File: config.mk
export PLATFORM = sky130hd
export DESIGN_NAME = mic1_sequencer_flat
export DESIGN_NICKNAME = d
export VERILOG_FILES = /design/src/rtl/mic1_sequencer_if.sv /design/src/rtl/mic1_sequencer.sv /design/src/flat_wrapper.sv
export SDC_FILE = /design/constraint.sdc
export NUM_CORES = 1
export LEC_CHECK = 0
export ABC_AREA = 1
export CORE_MARGIN = 2
export CORE_UTILIZATION = 37
export CTS_CLUSTER_DIAMETER = 200
export DETAILED_ROUTE_END_ITERATION = 6
export PLACE_DENSITY_LB_ADDON = 0.12
export SLEW_MARGIN = 5
export SYNTH_ARGS = -nofsm -noshare
export SYNTH_HDL_FRONTEND = slang
export SYNTH_SLANG_ARGS = --single-unit
export TNS_END_PERCENT = 5
File: constraint.sdc
create_clock -name clk -period 1.6 [get_ports clk]
set_input_delay 0.32 -clock clk [delete_from_list [all_inputs] [get_ports clk]]
set_output_delay 0.32 -clock clk [all_outputs]
set_load 0.03 [all_outputs]
File: src/rtl/mic1_sequencer_if.sv
// ---------------------------------------------------------------------------
// mic1_sequencer_if
// Purpose : bundles the MIC-1 sequencer's microinstruction, memory, ALU and
//           control-store address signals.
// Signals : start, mir_next_addr[8:0], mir_jmpc/jamn/jamz, mir_rd/wr/fetch,
//           mem_ready, alu_n, alu_z, mbr[7:0]           (towards sequencer)
//           mpc[8:0], mir_load, n_flag, z_flag, state[1:0], halted
//                                                        (from sequencer)
// Modports: master - the surrounding datapath / control store
//           slave  - the sequencer itself
// ---------------------------------------------------------------------------
interface mic1_sequencer_if;

   logic       start;
   logic [8:0] mir_next_addr;
   logic       mir_jmpc;
   logic       mir_jamn;
   logic       mir_jamz;
   logic       mir_rd;
   logic       mir_wr;
   logic       mir_fetch;
   logic       mem_ready;
   logic       alu_n;
   logic       alu_z;
   logic [7:0] mbr;

   logic [8:0] mpc;
   logic       mir_load;
   logic       n_flag;
   logic       z_flag;
   logic [1:0] state;
   logic       halted;

   modport master (
      output start, mir_next_addr, mir_jmpc, mir_jamn, mir_jamz,
             mir_rd, mir_wr, mir_fetch, mem_ready, alu_n, alu_z, mbr,
      input  mpc, mir_load, n_flag, z_flag, state, halted
   );

   modport slave (
      input  start, mir_next_addr, mir_jmpc, mir_jamn, mir_jamz,
             mir_rd, mir_wr, mir_fetch, mem_ready, alu_n, alu_z, mbr,
      output mpc, mir_load, n_flag, z_flag, state, halted
   );

endinterface

File: src/rtl/mic1_sequencer.sv
// ---------------------------------------------------------------------------
// mic1_sequencer
// Purpose : MIC-1 microprogram sequencer. Computes the next control-store
//           address from NEXT_ADDRESS and the JAM bits, stalls on
//           outstanding memory requests and keeps the N/Z flags of the last
//           advancing microinstruction.
// Ports   : clk   - clock, rising edge
//           rst_n - asynchronous active-low reset
//           bus   - mic1_sequencer_if.slave (see interface file)
//             mir_load is combinational; every other output is registered.
// Config  : `define MIC1_HALT_DETECT_EN to enable HALT on a jam-free,
//           memory-free self-loop microinstruction. Without it HALT is
//           unreachable and halted is tied low.
// ---------------------------------------------------------------------------
module mic1_sequencer (
   input  logic                  clk,
   input  logic                  rst_n,
   mic1_sequencer_if.slave       bus
);

   localparam int unsigned ADDR_W = 9;
   localparam int unsigned BYTE_W = 8;

   typedef enum logic [1:0] {
      ST_IDLE  = 2'b00,
      ST_RUN   = 2'b01,
      ST_STALL = 2'b10,
      ST_HALT  = 2'b11
   } state_e;

   state_e              state_q;
   state_e              state_d;
   logic [ADDR_W-1:0]   mpc_q;
   logic [ADDR_W-1:0]   next_mpc;
   logic                n_q;
   logic                z_q;
   logic                mem_req;
   logic                advance;
   logic                halt_hit;

   // Next address and advance decode; the MBR merge is an OR, never an add.
   always_comb begin : seq_decode
      mem_req  = bus.mir_rd | bus.mir_wr | bus.mir_fetch;
      advance  = 1'b0;
      next_mpc = '0;
      next_mpc[ADDR_W-1] = bus.mir_next_addr[ADDR_W-1]
                         | (bus.mir_jamz & bus.alu_z)
                         | (bus.mir_jamn & bus.alu_n);
      next_mpc[BYTE_W-1:0] = bus.mir_jmpc
                           ? (bus.mir_next_addr[BYTE_W-1:0] | bus.mbr)
                           : bus.mir_next_addr[BYTE_W-1:0];
      case (state_q)
         ST_RUN:   advance = ~mem_req | bus.mem_ready;
         ST_STALL: advance = bus.mem_ready;
         default:  advance = 1'b0;
      endcase
   end

`ifdef MIC1_HALT_DETECT_EN
   // A microinstruction that jumps to itself with nothing else to do is a halt.
   assign halt_hit = (next_mpc == mpc_q)
                   & ~(bus.mir_jmpc | bus.mir_jamn | bus.mir_jamz)
                   & ~mem_req;
`else
   assign halt_hit = 1'b0;
`endif

   // Next-state logic; HALT is left only through reset.
   always_comb begin : seq_next_state
      state_d = state_q;
      case (state_q)
         ST_IDLE: begin
            if (bus.start) state_d = ST_RUN;
         end
         ST_RUN: begin
            if (mem_req && !bus.mem_ready) state_d = ST_STALL;
            else if (halt_hit)             state_d = ST_HALT;
         end
         ST_STALL: begin
            if (bus.mem_ready) state_d = ST_RUN;
         end
         default: state_d = state_q;
      endcase
   end

   // State, MPC and flag registers.
   always_ff @(posedge clk or negedge rst_n) begin : seq_regs
      if (!rst_n) begin
         state_q <= ST_IDLE;
         mpc_q   <= '0;
         n_q     <= 1'b0;
         z_q     <= 1'b0;
      end else begin
         state_q <= state_d;
         if (advance) begin
            mpc_q <= next_mpc;
            n_q   <= bus.alu_n;
            z_q   <= bus.alu_z;
         end
      end
   end

   // rst_n gates the IDLE+start term so MIR never loads while in reset.
   assign bus.mir_load = rst_n & (advance | ((state_q == ST_IDLE) & bus.start));
   assign bus.mpc      = mpc_q;
   assign bus.n_flag   = n_q;
   assign bus.z_flag   = z_q;
   assign bus.state    = state_q;

`ifdef MIC1_HALT_DETECT_EN
   assign bus.halted   = (state_q == ST_HALT);
`else
   assign bus.halted   = 1'b0;
`endif

endmodule

File: src/flat_wrapper.sv
// flat-port wrapper written by rule: the top's interface ports become plain ports
module mic1_sequencer_flat 
  (clk, rst_n, bus_start, bus_mir_next_addr, bus_mir_jmpc, bus_mir_jamn, bus_mir_jamz, bus_mir_rd, bus_mir_wr, bus_mir_fetch, bus_mem_ready, bus_alu_n, bus_alu_z, bus_mbr, bus_mpc, bus_mir_load, bus_n_flag, bus_z_flag, bus_state, bus_halted);
  mic1_sequencer_if bus_i ();
  input  logic clk;
  input  logic rst_n;
  input wire logic [$bits(bus_i.start)-1:0] bus_start;
  input wire logic [$bits(bus_i.mir_next_addr)-1:0] bus_mir_next_addr;
  input wire logic [$bits(bus_i.mir_jmpc)-1:0] bus_mir_jmpc;
  input wire logic [$bits(bus_i.mir_jamn)-1:0] bus_mir_jamn;
  input wire logic [$bits(bus_i.mir_jamz)-1:0] bus_mir_jamz;
  input wire logic [$bits(bus_i.mir_rd)-1:0] bus_mir_rd;
  input wire logic [$bits(bus_i.mir_wr)-1:0] bus_mir_wr;
  input wire logic [$bits(bus_i.mir_fetch)-1:0] bus_mir_fetch;
  input wire logic [$bits(bus_i.mem_ready)-1:0] bus_mem_ready;
  input wire logic [$bits(bus_i.alu_n)-1:0] bus_alu_n;
  input wire logic [$bits(bus_i.alu_z)-1:0] bus_alu_z;
  input wire logic [$bits(bus_i.mbr)-1:0] bus_mbr;
  output wire logic [$bits(bus_i.mpc)-1:0] bus_mpc;
  output wire logic [$bits(bus_i.mir_load)-1:0] bus_mir_load;
  output wire logic [$bits(bus_i.n_flag)-1:0] bus_n_flag;
  output wire logic [$bits(bus_i.z_flag)-1:0] bus_z_flag;
  output wire logic [$bits(bus_i.state)-1:0] bus_state;
  output wire logic [$bits(bus_i.halted)-1:0] bus_halted;
  assign bus_i.start = bus_start;
  assign bus_i.mir_next_addr = bus_mir_next_addr;
  assign bus_i.mir_jmpc = bus_mir_jmpc;
  assign bus_i.mir_jamn = bus_mir_jamn;
  assign bus_i.mir_jamz = bus_mir_jamz;
  assign bus_i.mir_rd = bus_mir_rd;
  assign bus_i.mir_wr = bus_mir_wr;
  assign bus_i.mir_fetch = bus_mir_fetch;
  assign bus_i.mem_ready = bus_mem_ready;
  assign bus_i.alu_n = bus_alu_n;
  assign bus_i.alu_z = bus_alu_z;
  assign bus_i.mbr = bus_mbr;
  assign bus_mpc = bus_i.mpc;
  assign bus_mir_load = bus_i.mir_load;
  assign bus_n_flag = bus_i.n_flag;
  assign bus_z_flag = bus_i.z_flag;
  assign bus_state = bus_i.state;
  assign bus_halted = bus_i.halted;
  mic1_sequencer u_core (.clk(clk), .rst_n(rst_n), .bus(bus_i));
endmodule
==> impl_summary.md <==
Placed design
The count of placed standard cells including taps is 162. The final RePlAce weighted congestion is 0.740. After legalization and detailed placement, the total HPWL measured around 1500 microns. The count of port buffers added during placement is 42.

Clock tree
The later pin in the worst-skew pair is clocked with a latency of roughly 0.28 ns. The buffer type at the clock tree root is sky130_fd_sc_hd__clkbuf_4. The clock drives 13 sinks.

The TritonCTS clock tree is done. The clock passes through at most 2 buffers. After clock tree synthesis, the flow added hold-fix buffers numbering 0. The clock transition at the registers of the reported paths is roughly 0.080 ns. In this run the number of H-tree levels came out at 1. The total CTS buffers is 3.

Route
After detailed routing, the total wire length is 1880 microns. After detailed routing, the average wire length per cell comes to 11.0 microns. After the first detailed-routing iteration, the DRC count stood at 0. The count of antenna-violating nets left after detailed routing is 0. The mean number of vias per cell is 4.51. After detailed routing, the number of remaining DRC violations is 0. Detailed routing inserted a total of 771 vias.

For this run, the detailed router's first-pass iteration total came to 1.

Global routing
Summed over all layers, the global routing overflow is 0. In the global route stage, met3 resource usage came out at 0.0636. The met1 global-route usage is 0.176. The largest net degree at the start of global routing is 14. In the global route stage, met2 resource usage came out at 0.311. The via count of the first global-routing pass is between 700 and 800. For this run, the total global-route usage over all layers was measured as 0.167. The initial antenna violation count came to 0. The first global-routing pass estimated 3090 microns of wire.

The global routing stage identified its most utilized layer as met2.

Floorplan
The area inside the core boundary is between 1500 and 2000 sq um. Measured along the x axis, the die boundary spans 49.5 microns. For this configuration, the core starts out at a cell density of 0.390. The number of rows created at floorplan is 16.

The die covers 2450 sq um. The chip height is just under 50 microns. The number of placed I/O pins is 44.

Timing
The clock skew is 0.00471 ns. The number of setup violations in the final report is 1. The max-slew violation total from the final report is 0. The post-layout worst setup margin is -0.106 ns.

The final clock period utilization by the worst path is 1.07. The count of final hold-check violations came to 0. The post-layout minimum cycle time is 1.71 ns. The peak clock frequency supported by timing is around 0.6 GHz. Setup repair after global routing could not meet its margin everywhere.

Cells and area
The layout filler cell count is ~190. Leaving out fill and tap cells, the most frequent cell in the layout is sky130_fd_sc_hd__nand2_1. Once layout is complete, the utilization of the core stands at 0.689.

The number of antenna diodes in the final layout is 0. Leaving out fill and tap cells, the most frequent cells in the layout are sky130_fd_sc_hd__nand2_1 (29), sky130_fd_sc_hd__clkdlybuf4s50_1 (26), sky130_fd_sc_hd__dlygate4sd2_1 (13). Of the cells placed in the final design, the portion with a size suffix greater than 1 is 0.229. The area growth from synthesis to layout is 76.5%. Excluding fillers, the count of instances in the completed layout stands at ~170. The layout net count is 178.

Hold path
The worst min-delay path category is input pin to async pin.

Worst setup path
The setup check on the worst reg-to-reg path leaves a slack of 0.12 ns. STA classifies the critical path endpoint as a primary output. At the worst endpoint, the arrival time is 1.39 ns.

The largest fanout of any net on the critical path is 4. The worst reg2reg path endpoint is u_core.bus.state[0]. The capture point of the critical path is bus_mir_load. The worst setup path is launched from a register. The worst-case reg-to-reg path depth is 7. The critical path starts at u_core.bus.state[1]. The critical path is of the register to primary output type. The beginning of the worst register-to-register path is u_core.bus.state[1]. STA puts the critical path data required time at around 1.3 ns.

Power
Power spread over the standard cell area amounts to 1780 nW/um^2. IR analysis of the VDD net gives a maximum drop of 0.992 mV. The analysis attributes to cell leakage a power of roughly 0.7 nW.

Synth
The share of the Yosys chip area taken by registers is 0.425. The post-synthesis instance area is between 700 and 800 sq um. Counting every net in the synthesized netlist gives 124.

Yosys attributes the largest share of cell area to sky130_fd_sc_hd__dfrtp_1 (42%), sky130_fd_sc_hd__nand2_1 (15%), sky130_fd_sc_hd__nand3b_1 (8.8%). The leading area contributor after synthesis is sky130_fd_sc_hd__dfrtp_1. Synthesis inferred 13 register bits.

The number of warnings issued by yosys is 0. The unique cell type count in the Yosys netlist is 16. The share of the synthesized area in the top cell type is 0.425. The mean instance size in the synthesized netlist is 8.41 sq um. The cell count after synthesis came out at 91.

Status
The checks that failed: setup timing. The run finished, with violations left.

Job
The max-capacitance violation count is 0.
## through the flow
stage / cell area (sq um) / setup WS [ns] / total power (W) / TNS, ns / hold WS, ns
global route: 1350 / -0.178 / 0.00259 / -0.178 / 0.410
finish: 1350 / -0.106 / 0.00241 / -0.106 / 0.402
global placement: 1280 / -0.153 / 0.00222 / -0.153 / 0.453
detailed placement: 1280 / -0.166 / 0.00225 / -0.166 / 0.461
CTS: 1330 / -0.128 / 0.00242 / -0.128 / 0.410
floorplan: 816 / -0.0435 / 0.00167 / -0.0435 / 0.0244
## worst min path at each step
stage,endpoint,slack (ns),cells past startpoint
2_1_floorplan,u_core.bus.mpc[0],0.02,0
3_3_place_gp,u_core.bus.mpc[8],0.45,2
3_5_place_dp,u_core.bus.mpc[1],0.46,2
4_1_cts,u_core.bus.mpc[7],0.41,2
5_1_grt,u_core.bus.mpc[8],0.41,2
6_report,u_core.bus.mpc[7],0.40,2
## sequential cells by signal, summed over array words and instances (netlist names)
| register | count |
|---|---|
| u_core.bus.mpc | 9 |
| u_core.bus.n_flag | 1 |
| u_core.bus.state | 2 |
| u_core.bus.z_flag | 1 |
## critical path, stage by stage (launching register included)
cell                      delay (ns)
sky130_fd_sc_hd__dfrtp_2        0.44
sky130_fd_sc_hd__buf_4          0.15
sky130_fd_sc_hd__ha_4           0.16
sky130_fd_sc_hd__nand2_4        0.07
sky130_fd_sc_hd__nand2_4        0.05
sky130_fd_sc_hd__nand2_4        0.06
sky130_fd_sc_hd__a21oi_4        0.05
sky130_fd_sc_hd__buf_6          0.13
## report_power, final
group / switching (W) / leakage, nW / total, W / internal, W
Sequential: 0.000115 / 0.157 / 0.000616 / 0.000501
Combinational: 0.000930 / 0.516 / 0.00159 / 0.000658
Clock: 0.000106 / 0.0150 / 0.000203 / 0.0000967
## layout make-up
cell class	instances	area, sq um	share of cell area
Timing Repair Buffer	54	500	0.370
Multi-Input combinational cell	67	435	0.322
Sequential cell	13	328	0.243
Tap cell	27	33.8	0.0250
Inverter	6	27.5	0.0204
Clock buffer	4	26.3	0.0194
## routing by layer
| layer | share of wire | wire length, microns |
|---|---|---|
| met5 | 0 | 0 |
| met4 | 0.0064 | 12 |
| met3 | 0.068 | 128 |
| met1 | 0.39 | 730 |
| met2 | 0.54 | 1000 |
## repair_timing
item	4_1_cts	5_1_grt
pin swaps	3	5
cloned	0	0
setup endpoints to repair	14	1
gates resized for setup	16	4
buffers inserted	4	1
## kinds of logic (layout without fill, tap and decap cells)
kind of cell / Yosys count / after routing / share of synthesized area
AO/OA/AOI/OAI: 11 / 11 / 0.0964
buffers and inverters: 11 / 64 / 0.0784
other: 1 / 1 / 0.00490
flip-flops: 13 / 13 / 0.425
AND/OR/NAND/NOR: 51 / 51 / 0.330
adder cells (fa/ha/maj): 4 / 4 / 0.0654
## synth_stat cells, drive strengths merged
cell type	instances
a211oi	1
a21oi	10
buf	3
clkbuf	2
conb	1
dfrtp	13
ha	4
inv	6
nand2	36
nand3	4
nand3b	9
nor2	2
Note: power is estimated with default switching activity, not from simulation.
